[src/rtl/ps2_host_tx.sv]
// ps2_host_tx: PS/2 host-to-device command byte transmitter.
// Pins are driven only through active-high pull-low enables.
module ps2_host_tx #(
   parameter int INHIBIT_CYCLES = 5000,
   parameter int RTS_CYCLES     = 50,
   parameter int TIMEOUT_CYCLES = 750000
) (
   input  logic       clk,
   input  logic       rst_n,
   input  logic       ps2clk_in,
   input  logic       ps2data_in,
   input  logic [7:0] data,
   input  logic       send,
   output logic       ps2clk_oe,
   output logic       ps2data_oe,
   output logic       busy,
   output logic       done,
   output logic       error
);

   localparam int DMAX = (INHIBIT_CYCLES > RTS_CYCLES) ?
                         INHIBIT_CYCLES : RTS_CYCLES;
   localparam int DW   = $clog2(DMAX + 1);
   localparam int TW   = $clog2(TIMEOUT_CYCLES + 1);

   typedef enum logic [2:0] {
      S_IDLE,
      S_INHIBIT,
      S_RTS,
      S_TXBITS,
      S_ACK,
      S_WAITIDLE
   } state_t;

   state_t          state_q, state_d;
   logic [1:0]      clk_sync, dat_sync;
   logic            clk_prev;
   logic            clk_s, dat_s, fe;
   logic [DW-1:0]   dcnt_q;
   logic [TW-1:0]   tcnt_q;
   logic [9:0]      frame_q;
   logic [3:0]      bcnt_q;
   logic            dbit_q;
   logic            nack_q;
   logic            done_q, error_q;
   logic            accept, timeout, fin_ok, fin_err;
   logic            tx_live;

   assign clk_s   = clk_sync[1];
   assign dat_s   = dat_sync[1];
   assign fe      = clk_prev & ~clk_s;

   // a send arriving with the completion pulse is dropped
   assign accept  = send & ~done_q & ~error_q;

   assign tx_live = (state_q == S_TXBITS) ||
                    (state_q == S_ACK) ||
                    (state_q == S_WAITIDLE);
   assign timeout = tx_live &&
                    (tcnt_q == TW'(TIMEOUT_CYCLES - 1));

   assign done    = done_q;
   assign error   = error_q;

   // two-stage pin synchronizers plus previous clock sample
   always_ff @(posedge clk or negedge rst_n) begin
      if (!rst_n) begin
         clk_sync <= 2'b11;
         dat_sync <= 2'b11;
         clk_prev <= 1'b1;
      end else begin
         clk_sync <= {clk_sync[0], ps2clk_in};
         dat_sync <= {dat_sync[0], ps2data_in};
         clk_prev <= clk_sync[1];
      end
   end

   // state register
   always_ff @(posedge clk or negedge rst_n) begin
      if (!rst_n) state_q <= S_IDLE;
      else        state_q <= state_d;
   end

   // next-state logic and completion decode
   always_comb begin
      state_d = state_q;
      fin_ok  = 1'b0;
      fin_err = 1'b0;
      unique case (state_q)
         S_IDLE:
            if (send && accept) state_d = S_INHIBIT;
         S_INHIBIT:
            if (dcnt_q == DW'(INHIBIT_CYCLES - 1))
               state_d = S_RTS;
         S_RTS:
            if (dcnt_q == DW'(RTS_CYCLES - 1))
               state_d = S_TXBITS;
         S_TXBITS:
            if (fe && bcnt_q == 4'd9) state_d = S_ACK;
         S_ACK:
            if (fe) state_d = S_WAITIDLE;
         S_WAITIDLE:
            if (clk_s && dat_s) begin
               state_d = S_IDLE;
               fin_ok  = ~nack_q;
               fin_err = nack_q;
            end
         default: state_d = S_IDLE;
      endcase
      if (timeout) begin
         state_d = S_IDLE;
         fin_ok  = 1'b0;
         fin_err = 1'b1;
      end
   end

   // pin enables: state-decoded so reset releases them at once
   always_comb begin
      busy       = (state_q != S_IDLE);
      ps2clk_oe  = (state_q == S_INHIBIT) ||
                   (state_q == S_RTS);
      ps2data_oe = (state_q == S_RTS) ||
                   ((state_q == S_TXBITS) && dbit_q);
   end

   // inhibit / request-to-send hold counter
   always_ff @(posedge clk or negedge rst_n) begin
      if (!rst_n)
         dcnt_q <= '0;
      else if (state_d != state_q)
         dcnt_q <= '0;
      else if (state_q == S_INHIBIT || state_q == S_RTS)
         dcnt_q <= dcnt_q + DW'(1);
   end

   // device clock watchdog, restarted by every falling edge
   always_ff @(posedge clk or negedge rst_n) begin
      if (!rst_n)
         tcnt_q <= '0;
      else if ((state_q != S_TXBITS && state_d == S_TXBITS) || fe)
         tcnt_q <= '0;
      else if (tx_live)
         tcnt_q <= tcnt_q + TW'(1);
   end

   // frame latch, bit shifting and acknowledge capture
   always_ff @(posedge clk or negedge rst_n) begin
      if (!rst_n) begin
         frame_q <= '1;
         bcnt_q  <= '0;
         dbit_q  <= 1'b0;
         nack_q  <= 1'b0;
      end else if (state_q == S_IDLE) begin
         if (send && accept) begin
            frame_q <= {1'b1, ~^data, data};
            bcnt_q  <= '0;
            nack_q  <= 1'b0;
         end
      end else if (state_q == S_RTS) begin
         dbit_q <= 1'b1;
      end else if (state_q == S_TXBITS && fe) begin
         dbit_q  <= ~frame_q[0];
         frame_q <= {1'b1, frame_q[9:1]};
         bcnt_q  <= bcnt_q + 4'd1;
      end else if (state_q == S_ACK && fe) begin
         nack_q <= dat_s;
      end
   end

   // completion pulses, coincident with busy falling
   always_ff @(posedge clk or negedge rst_n) begin
      if (!rst_n) begin
         done_q  <= 1'b0;
         error_q <= 1'b0;
      end else begin
         done_q  <= fin_ok;
         error_q <= fin_err;
      end
   end

endmodule

[config.mk]
export PLATFORM = sky130hd
export DESIGN_NAME = ps2_host_tx
export DESIGN_NICKNAME = d
export VERILOG_FILES = /design/src/rtl/ps2_host_tx.sv
export SDC_FILE = /design/constraint.sdc
export NUM_CORES = 1
export LEC_CHECK = 0
export ABC_AREA = 0
export CORE_MARGIN = 10
export CORE_UTILIZATION = 25
export CTS_BUF_LIST = sky130_fd_sc_hd__clkbuf_4 sky130_fd_sc_hd__clkbuf_8
export CTS_CLUSTER_DIAMETER = 120
export DETAILED_ROUTE_END_ITERATION = 10
export PLACE_DENSITY = 0.53
export REMOVE_ABC_BUFFERS = 1
export SYNTH_ARGS = -nofsm -noshare
export SYNTH_HDL_FRONTEND = slang
export SYNTH_SLANG_ARGS = --single-unit
[constraint.sdc]
create_clock -name clk -period 2.3 [get_ports clk]
set_clock_uncertainty 0.15 [all_clocks]
set_input_delay 0.345 -clock clk [delete_from_list [all_inputs] [get_ports clk]]
set_output_delay 0.345 -clock clk [all_outputs]
set_load 0.03 [all_outputs]
==> run metrics, run 1 <==
final hold vios 0; CTS Buf Count 9; Clock Tree Buf Depth 2; WL/cell around 13 microns; Initial Utilization 25.7%; Clock Pin Slew Worst Setup and Hold Paths 0.06 ns; initial antenna violation count 0; Tmin final 2.31 ns; Max-Cap Viols 0; Yosys cell types between 40 and 50; Synth async-reset ratio 100%; Rel. slew slack 76.0%; Initial DRC Count 124; Least-Margin Pin Slew between 0.3 and 0.4 ns; Nets 388; RSZ-0062 raised after global routing yes; CP arrival 2.43 ns; share of cells above drive strength 1 a little under a third; grt total ovfl 0; Worst setup EP type flop; WP data required 2.42 ns; CTS sink cnt 58; placed cells around 520; core footprint 0.0121 sq mm; Row Count 40; worst reg2reg path depth 7; Mapped Cells 303; HP Class flop to flop; syn avg cell area 10.2 sq um; overall routing resource usage 8.21%; post-route clock period utilization 101%; TritonCTS clock tree done; Area Overhead vs Synth 33.0%; synthesized flop and latch total 58; final worst slack -0.0122 ns; largest net degree at the start of global routing 59; # setup viols final 9; Clock H-tree levels 3; DP Area approximately 0.0037 sq mm; global-route wire length before repair around 12000 microns; IO Pins 18; FF/Latch Area 0.00147 sq mm; multi-input logic area 0.00160 sq mm; Leakage 1.67 nW; VDD IR-drop max 0.000211 V; leading register cell type out of synthesis dfrtp_1; fmax 432 MHz; Die Y-Extent 131 microns; fin util 34.1%; power per standard cell area 531 mW/mm^2; global placement routability congestion between 0.7 and 0.8; worst-path fanout max 5; 1st-pass router iterations 4; die area 0.0172 sq mm; clk_lat worst skew 0.35 ns; # port buffers 17; Post-synth EDFFs 0; Critical Path Start Type flop; Die X 131 microns; WHS Path Cells 0; failing checks setup timing; final count of pins violating max slew 0; root buf cell clkbuf_8; status finished with violations; HPWL Detailed ~4700 microns; Fin Hold WS 0.205 ns; yosys warns 0; fillers 1235; sequential fraction of the synthesis area 47.5%; Final ANT Viol Nets 0; post-route cell area 0.00411 sq mm; final wirelength between 6000 and 7000 microns; vias post-DR 2336; Via density 4.30; overall power 2.19 mW; ant diodes 0; Crit Path Category flop to flop; vias in the first global route approximately 2.4k; Synth Cell Area 0.00309 sq mm; DRC Markers 0; Cell Count, Final, Fillers Out between 500 and 600
-- cell families (layout without fill, tap and decap cells) --
logic type | after synthesis | count (layout) | share of synthesized area [%]
muxes | 8 | 8 | 2.59
adders and majority gates | 5 | 5 | 2.02
xor gates and xnor gates | 40 | 40 | 11.3
buffers and inverters | 17 | 89 | 3.11
DFF | 58 | 58 | 47.5
AOI/OAI and AO/OA | 28 | 28 | 6.83
and+or+nand+nor | 147 | 147 | 26.6
-- cells in the mapped netlist (2+ instances only) --
cell | n | area (sq um)
nor3_2 | 10 | 100
clkbuf_1 | 4 | 15.0
nor2b_1 | 4 | 25.0
nand4_1 | 2 | 12.5
a21o_2 | 3 | 26.3
o21ai_0 | 4 | 20.0
ha_1 | 5 | 62.6
and4_1 | 4 | 35.0
nand2_1 | 25 | 93.8
inv_1 | 6 | 22.5
buf_6 | 4 | 45.0
xnor2_1 | 21 | 184
xor2_1 | 19 | 166
nor2_1 | 44 | 165
and3_1 | 5 | 31.3
nand3_1 | 20 | 100
dfrtp_1 | 44 | 1100
nor3_1 | 9 | 45.0
nand2b_1 | 3 | 18.8
dfstp_2 | 14 | 368
and2_1 | 2 | 12.5
nand4b_1 | 4 | 35.0
a21oi_1 | 13 | 65.1
mux2i_1 | 8 | 80.1
nor4_1 | 3 | 18.8
-- registers in the layout, summed over array words and instances, names as in the netlist --
signal	count
clk_prev	1
done	1
tcnt_q	20
dcnt_q	13
dat_sync	2
nack_q	1
bcnt_q	4
clk_sync	2
state_q	3
dbit_q	1
error	1
frame_q	9
-- report_power, final --
| part | switching, mW | total, mW | internal (mW) |
|---|---|---|---|
| Sequential | 0.00382 | 1.03 | 1.03 |
| Clock | 0.421 | 1.07 | 0.648 |
| Combinational | 0.0458 | 0.0854 | 0.0396 |
-- area by class of cell --
type,instances,share of cell area [%]
clock inverter,5,1.89
clock buffer,11,3.53
timing repair buffer,67,14.2
tap,168,5.11
inverter,6,0.547
sequential,58,35.8
multi-input combinational,228,39.0
-- layout by cell type, fill, tap and decap left out, drive strengths merged, types with 2 or more instances in the layout --
cell type / count
nand3: 20
nand2b: 3
xnor2: 21
clkbuf: 11
o21ai: 4
a21o: 3
dfstp: 14
or4: 3
bufinv: 2
buf: 52
nor2: 45
inv: 6
nand4: 2
nor3: 20
clkdlybuf4s50: 13
nand4b: 4
ha: 5
clkinv: 2
dfrtp: 44
nand2: 25
nor2b: 4
nor4: 4
a2111oi: 2
and4: 4
and2: 2
xor2: 19
and3: 6
a21oi: 13
mux2i: 8
-- worst max-delay path: stages, from the launching register on --
cell and delay [ns]:
dfrtp_1 0.38, or4_4 0.54, nand4b_1 0.22, o211ai_1 0.17
nor3_2 0.10, o32a_4 0.43, buf_8 0.16, nor3_4 0.09
-- worst paths after layout --
| path | slack [ns] | to | start |
|---|---|---|---|
| max in group asynchronous | 1.29 | clk_sync[0] | rst_n |
| min in group asynchronous | 0.39 | dcnt_q[11] | rst_n |
| min | 0.20 | clk_sync[1] | clk_sync[0] |
| max reg2reg | -0.01 | dcnt_q[10] | dcnt_q[10] |
| min reg2reg | 0.20 | clk_sync[1] | clk_sync[0] |
| max | -0.01 | dcnt_q[10] | dcnt_q[10] |
-- repair_timing --
item                                    4_1_cts  5_1_grt
pin swaps                                    16        5
resized for setup                            10       11
endpoints found under the hold margin        44        0
endpoints found under the setup margin       13       19
hold buffers                                  1        0
buffers inserted                              6        2
-- per-layer routing --
metal	vias to the layer above	global-route usage (%)	wire length, microns
met2	27	11.9	3020
li1	1179	-	-
met3	9	2.55	221
met5	-	0	0
met1	1121	10.7	3440
met4	0	4.33	155
-- stage by stage --
stage          setup WS [ns]  TNS [ns]
3_3_place_gp          -0.101    -0.846
4_1_cts              -0.0208   -0.0270
3_5_place_dp          -0.157     -1.44
6_report             -0.0122   -0.0393
5_1_grt              -0.0854    -0.884
2_1_floorplan         -0.917    -13.86
No activity file was read; power rests on OpenSTA's default activity.
==> run 2: changes to the inputs <==
- DONT_BUFFER_PORTS: unset -> 1
- PLACE_DENSITY: 0.53 -> 0.52
==> run 2 against run 1 <==
Compared with the run above: power decreased by 11%; register-to-register slack got worse by 0.05 ns; global-route usage about the same; final area decreased by 4.7%; critical endpoint is now dcnt_q[11]; largest cell class unchanged; maximum frequency decreased by 2.3%; worst hold slack got worse by 0.17 ns; via count decreased by 2.4%; non-clock buffer count decreased by 12; the flow still finishes with violations (setup timing).
==> run metrics, run 2 (synthesized netlist as in run 1, its figures left out) <==
status finished with violations (unchanged); failing checks setup timing (unchanged); CTS sink cnt 58 (unchanged); VDD IR-drop max 0.000243 V (was 0.000211 V); Tmin final 2.37 ns (was 2.31 ns); overall routing resource usage 8.23% (was 8.21%); Cell Count, Final, Fillers Out 531 (was 543); power per standard cell area 496 mW/mm^2 (was 531 mW/mm^2); Leakage 1.61 nW (was 1.67 nW); Max-Cap Viols 0 (unchanged); WP data required 2.42 ns (about the same); die area 0.0172 sq mm (unchanged); Die Y-Extent 131 microns (unchanged); # setup viols final 11 (was 9); # port buffers 0 (was 17); DP Area 0.00361 sq mm (was 0.00374 sq mm); Top reg by flops tcnt_q (unchanged); Switching Share 23.8% (was 21.5%); grt total ovfl 0 (unchanged); RSZ-0062 raised after global routing yes (unchanged); initial antenna violation count 0 (unchanged); IO Pins 18 (unchanged); Clock Pin Slew Worst Setup and Hold Paths 0.08 ns (was 0.06 ns); global-route wire length before repair 11800 microns (was 11700 microns); ant diodes 0 (unchanged); Row Count 40 (unchanged); most frequent cells in the layout buf_4, nor2_1, dfrtp_1 (was nor2_1, buf_4, dfrtp_1); Worst setup EP type flop (unchanged); Crit Path Category flop to flop (unchanged); final wirelength 6710 microns (was 6840 microns); Area Overhead vs Synth 26.7% (was 33.0%); Initial Utilization 25.7% (unchanged); Int Pwr 1.48 mW (was 1.72 mW); Combinational Power Share 3.4% (was 3.9%); Clock H-tree levels 3 (unchanged); Final ANT Viol Nets 0 (unchanged); Critical Path Start Type flop (unchanged); Rel. slew slack 74.7% (was 76.0%); Die X 131 microns (unchanged); final hold vios 0 (unchanged); max reg flops 20 (unchanged); 1st-pass router iterations 4 (unchanged); HP Class input port to flop (was flop to flop); vias post-DR 2281 (was 2336); final count of pins violating max slew 0 (unchanged); HPWL Detailed 4720 microns (about the same); global placement routability congestion 0.786 (was 0.792); fmax 423 MHz (was 432 MHz); post-route clock period utilization 103% (was 101%); CTS Buf Count 9 (unchanged); most common cell after layout, fill and taps aside buf_4; Least-Margin Pin Slew 0.376 ns (was 0.358 ns); post-route cell area 0.00392 sq mm (was 0.00411 sq mm); NetSw 463 uW (was 470 uW); final worst slack -0.0662 ns (was -0.0122 ns); Nets 376 (was 388); core footprint 0.0121 sq mm (unchanged); Largest regs tcnt_q (20), dcnt_q (13), frame_q (9) (unchanged); Clock Tree Buf Depth 2 (unchanged); CP arrival 2.48 ns (was 2.43 ns); worst-path fanout max 6 (was 5); vias in the first global route 2378 (was 2396); TritonCTS clock tree done (unchanged); Via density 4.30 (about the same); largest net degree at the start of global routing 59 (unchanged); WL/cell 12.6 microns (about the same); Initial DRC Count 135 (was 124); Seq pwr share 53.1% (was 47.2%); clk_lat worst skew 0.35 ns (about the same); placed cells 506 (was 519); root buf cell clkbuf_8 (unchanged); Clock Power Share 43.4% (was 48.9%); share of cells above drive strength 1 30.3% (was 30.1%); DRC Markers 0 (unchanged)
run 2: through the flow:
stage	setup slack [ns]	utilization, %	power, mW	TNS (ns)	hold WS (ns)
floorplan	-0.917	-	1.08	-13.86	-0.101
global placement	-0.0894	29.9	1.09	-0.826	-0.0960
detailed placement	-0.152	29.9	1.09	-1.59	-0.0959
CTS	-0.0503	32.3	1.98	-0.215	0.0143
global route	-0.154	32.5	2.03	-1.56	0.0333
finish	-0.0662	32.5	1.94	-0.291	0.0313
run 2: critical path, cell delays in order (launching register included):
cell	delay [ns]
dfrtp_1	0.38
or4_4	0.54
nand4b_1	0.21
o211ai_1	0.18
nor3_2	0.11
o32a_4	0.43
buf_6	0.16
nor3_2	0.14
run 2: area by class of cell:
class                      instances  area (sq um)
inverter                           6          22.5
fill                            1259          8140
timing repair buffer              55           477
tap                              168           210
clock inverter                     5          30.0
sequential                        58          1470
multi-input combinational        228          1570
clock buffer                      11           145
run 2: final timing paths:
check / start / endpoint / slack, ns / depth (start not counted)
min in group asynchronous: rst_n / dcnt_q[8] / 0.41 / 2
worst min register to register: clk_sync[0] / clk_sync[1] / 0.21 / 0
worst max-delay path: dcnt_q[10] / dcnt_q[11] / -0.07 / 7
worst max register to register: dcnt_q[10] / dcnt_q[11] / -0.07 / 7
max in group asynchronous: rst_n / frame_q[8] / 1.30 / 2
worst min-delay path: data[7] / frame_q[7] / 0.03 / 2
run 2: what timing repair did:
item	4_1_cts	5_1_grt
gates resized for setup	7	3
hold endpoints to repair	60	0
pin swaps	14	4
hold buffers	4	0
setup buffers	4	1
cloned	0	0
setup endpoints to repair	14	17
run 2: power groups by stage:
stage	clock network (mW)	registers [mW]	logic [mW]
floorplan	0	1.05	0.0287
global placement	0	1.05	0.0379
detailed placement	0	1.05	0.0380
CTS	0.877	1.03	0.0697
global route	0.922	1.03	0.0762
finish	0.844	1.03	0.0665
run 2: layer usage:
| layer | wire (microns) | GRT usage [%] |
|---|---|---|
| met2 | 2820 | 11.9 |
| met5 | 0 | 0 |
| met1 | 3480 | 10.9 |
| met3 | 251 | 2.02 |
| met4 | 161 | 4.64 |
==> run 3: changes to the inputs <==
- PLACE_DENSITY: 0.52 -> unset
==> run 3 against run 2 <==
Compared with the run above: the run still ends with setup timing left; final cell count is 1.9% lower; combinational power decreased by 2%; first-iteration DRC count down 24%; register-to-register slack improved by 0.04 ns; clock power increased by 39%; die area unchanged; sequential power hardly changed; via count is 0.22% lower; largest power group is now clock.
==> run metrics, run 3 (synthesized netlist as in run 1, its figures left out) <==
TritonCTS clock tree done (unchanged); Least-Margin Pin Slew 0.526 ns (was 0.376 ns); Clock Pin Slew Worst Setup and Hold Paths 0.08 ns (about the same); power per standard cell area 582 mW/mm^2 (was 496 mW/mm^2); Die X 131 microns (unchanged); max reg flops 20 (unchanged); fmax 429 MHz (was 423 MHz); most common cell after layout, fill and taps aside nor2_1 (was buf_4); final hold vios 0 (unchanged); WL/cell 12.2 microns (was 12.6 microns); ant diodes 0 (unchanged); CTS Buf Count 9 (unchanged); VDD IR-drop max 0.000234 V (was 0.000243 V); Fin Hold WS 0.0399 ns (was 0.0313 ns); # setup viols final 6 (was 11); largest net degree at the start of global routing 59 (unchanged); final count of pins violating max slew 0 (unchanged); Die Y-Extent 131 microns (unchanged); # port buffers 0 (unchanged); Cell Count, Final, Fillers Out 521 (was 531); Crit Path Category flop to flop (unchanged); die area 0.0172 sq mm (unchanged); Rel. slew slack 64.9% (was 74.7%); 1st-pass router iterations 6 (was 4); grt total ovfl 0 (unchanged); core footprint 0.0121 sq mm (unchanged); IO Pins 18 (unchanged); Row Count 40 (unchanged); clk_lat worst skew 0.34 ns (was 0.35 ns); DRC Markers 0 (unchanged); vias in the first global route 2351 (was 2378); Nets 366 (was 376); Initial Utilization 25.7% (unchanged); final wirelength 6340 microns (was 6710 microns); most frequent cells in the layout nor2_1, dfrtp_1, buf_4 (was buf_4, nor2_1, dfrtp_1); Clock Tree Buf Depth 2 (unchanged); initial antenna violation count 0 (unchanged); most frequent CP cell nor3_2 (unchanged); worst-path fanout max 6 (unchanged); max incr delay on CP 0.53 ns (was 0.54 ns); CP arrival 2.43 ns (was 2.48 ns); placed cells 500 (was 506); Top reg by flops tcnt_q (unchanged); root buf cell clkbuf_8 (unchanged); Worst setup EP type flop (unchanged); global placement routability congestion 0.802 (was 0.786); Critical Path Start Type flop (unchanged); final worst slack -0.0296 ns (was -0.0662 ns); HP Class input port to flop (unchanged); CTS sink cnt 58 (unchanged); Initial DRC Count 103 (was 135); Largest regs tcnt_q (20), dcnt_q (13), frame_q (9) (unchanged); share of cells above drive strength 1 28.0% (was 30.3%); vias post-DR 2276 (was 2281); failing checks setup timing (unchanged); WP data required 2.40 ns (was 2.42 ns); Max-Cap Viols 0 (unchanged); global-route wire length before repair 11300 microns (was 11800 microns); overall routing resource usage 7.70% (was 8.23%); Tmin final 2.33 ns (was 2.37 ns); post-route clock period utilization 101% (was 103%); status finished with violations (unchanged); Clock H-tree levels 3 (unchanged); fillers 1233 (was 1259); Area Overhead vs Synth 26.0% (was 26.7%); RSZ-0062 raised after global routing yes (unchanged); fin util 32.3% (was 32.5%); Leakage 1.59 nW (was 1.61 nW); Crit-path slowest cell or4_4 (unchanged); Cell Chain, Critical Path or4_4 > nand4b_1 > o211ai_1 > nor3_2 > o32a_4 > buf_6 > nor3_2 (unchanged); Via density 4.37 (was 4.30); HPWL Detailed 4570 microns (was 4720 microns); Final ANT Viol Nets 0 (unchanged)
==> run 3: layer usage <==
layer	share of wire (%)	up-vias	track usage (%)
li1	-	1135	-
met1	48	1098	10.0
met2	48	33	12.1
met3	2.9	10	1.68
met4	1.9	0	3.15
met5	0	-	0
==> run 3: final timing paths <==
kind,from,to,slack [ns],depth (start not counted)
setup / recovery,dcnt_q[6],dcnt_q[11],-0.03,7
hold / removal,data[7],frame_q[7],0.04,2
setup reg to reg,dcnt_q[6],dcnt_q[11],-0.03,7
hold reg to reg,dat_sync[0],dat_sync[1],0.21,0
max in group asynchronous,rst_n,clk_sync[0],1.32,2
min in group asynchronous,rst_n,tcnt_q[2],0.39,2
==> run 3: critical path, delay by kind of cell (launching register included) <==
family,cells,cell delay (ns)
DFF,1,0.38
buffers and inverters,1,0.16
and+or+nand+nor,4,0.96
AOI/OAI and AO/OA,2,0.60
==> run 3: metrics by stage <==
step                      setup WS (ns)  power [mW]  instance area (sq um)  setup TNS [ns]
after global routing             -0.154        2.37                   3900           -1.57
after global placement          -0.0814        1.09                   3550          -0.643
after CTS                       -0.0907        2.30                   3870          -0.813
final                           -0.0296        2.27                   3900         -0.0464
after detailed placement         -0.147        1.09                   3550           -1.25
after floorplan                  -0.917        1.08                   3020          -13.86
==> run 3: layout make-up <==
| cell class | instances | area (sq um) | share of cell area (%) |
|---|---|---|---|
| clock inverter | 7 | 125 | 3.21 |
| inverter | 6 | 22.5 | 0.577 |
| sequential | 58 | 1470 | 37.7 |
| tap | 168 | 210 | 5.39 |
| clock buffer | 9 | 124 | 3.18 |
| timing repair buffer | 45 | 389 | 9.98 |
| multi-input combinational | 228 | 1560 | 40.0 |
==> run 3: power by group <==
group	switching, mW	total, mW	leakage, nW	internal, mW
combinational	0.0389	0.0654	0.747	0.0265
sequential	0.00353	1.03	0.719	1.03
clock	0.445	1.17	0.124	0.728
total	0.488	2.27	1.59	1.78
==> run 3: timing repair <==
item / in CTS / in global routing
hold buffers: 4 / 0
pin swaps: 4 / 14
hold endpoints to repair: 60 / 0
gates resized for setup: 1 / 7
setup buffers: 1 / 0
setup endpoints to repair: 12 / 21
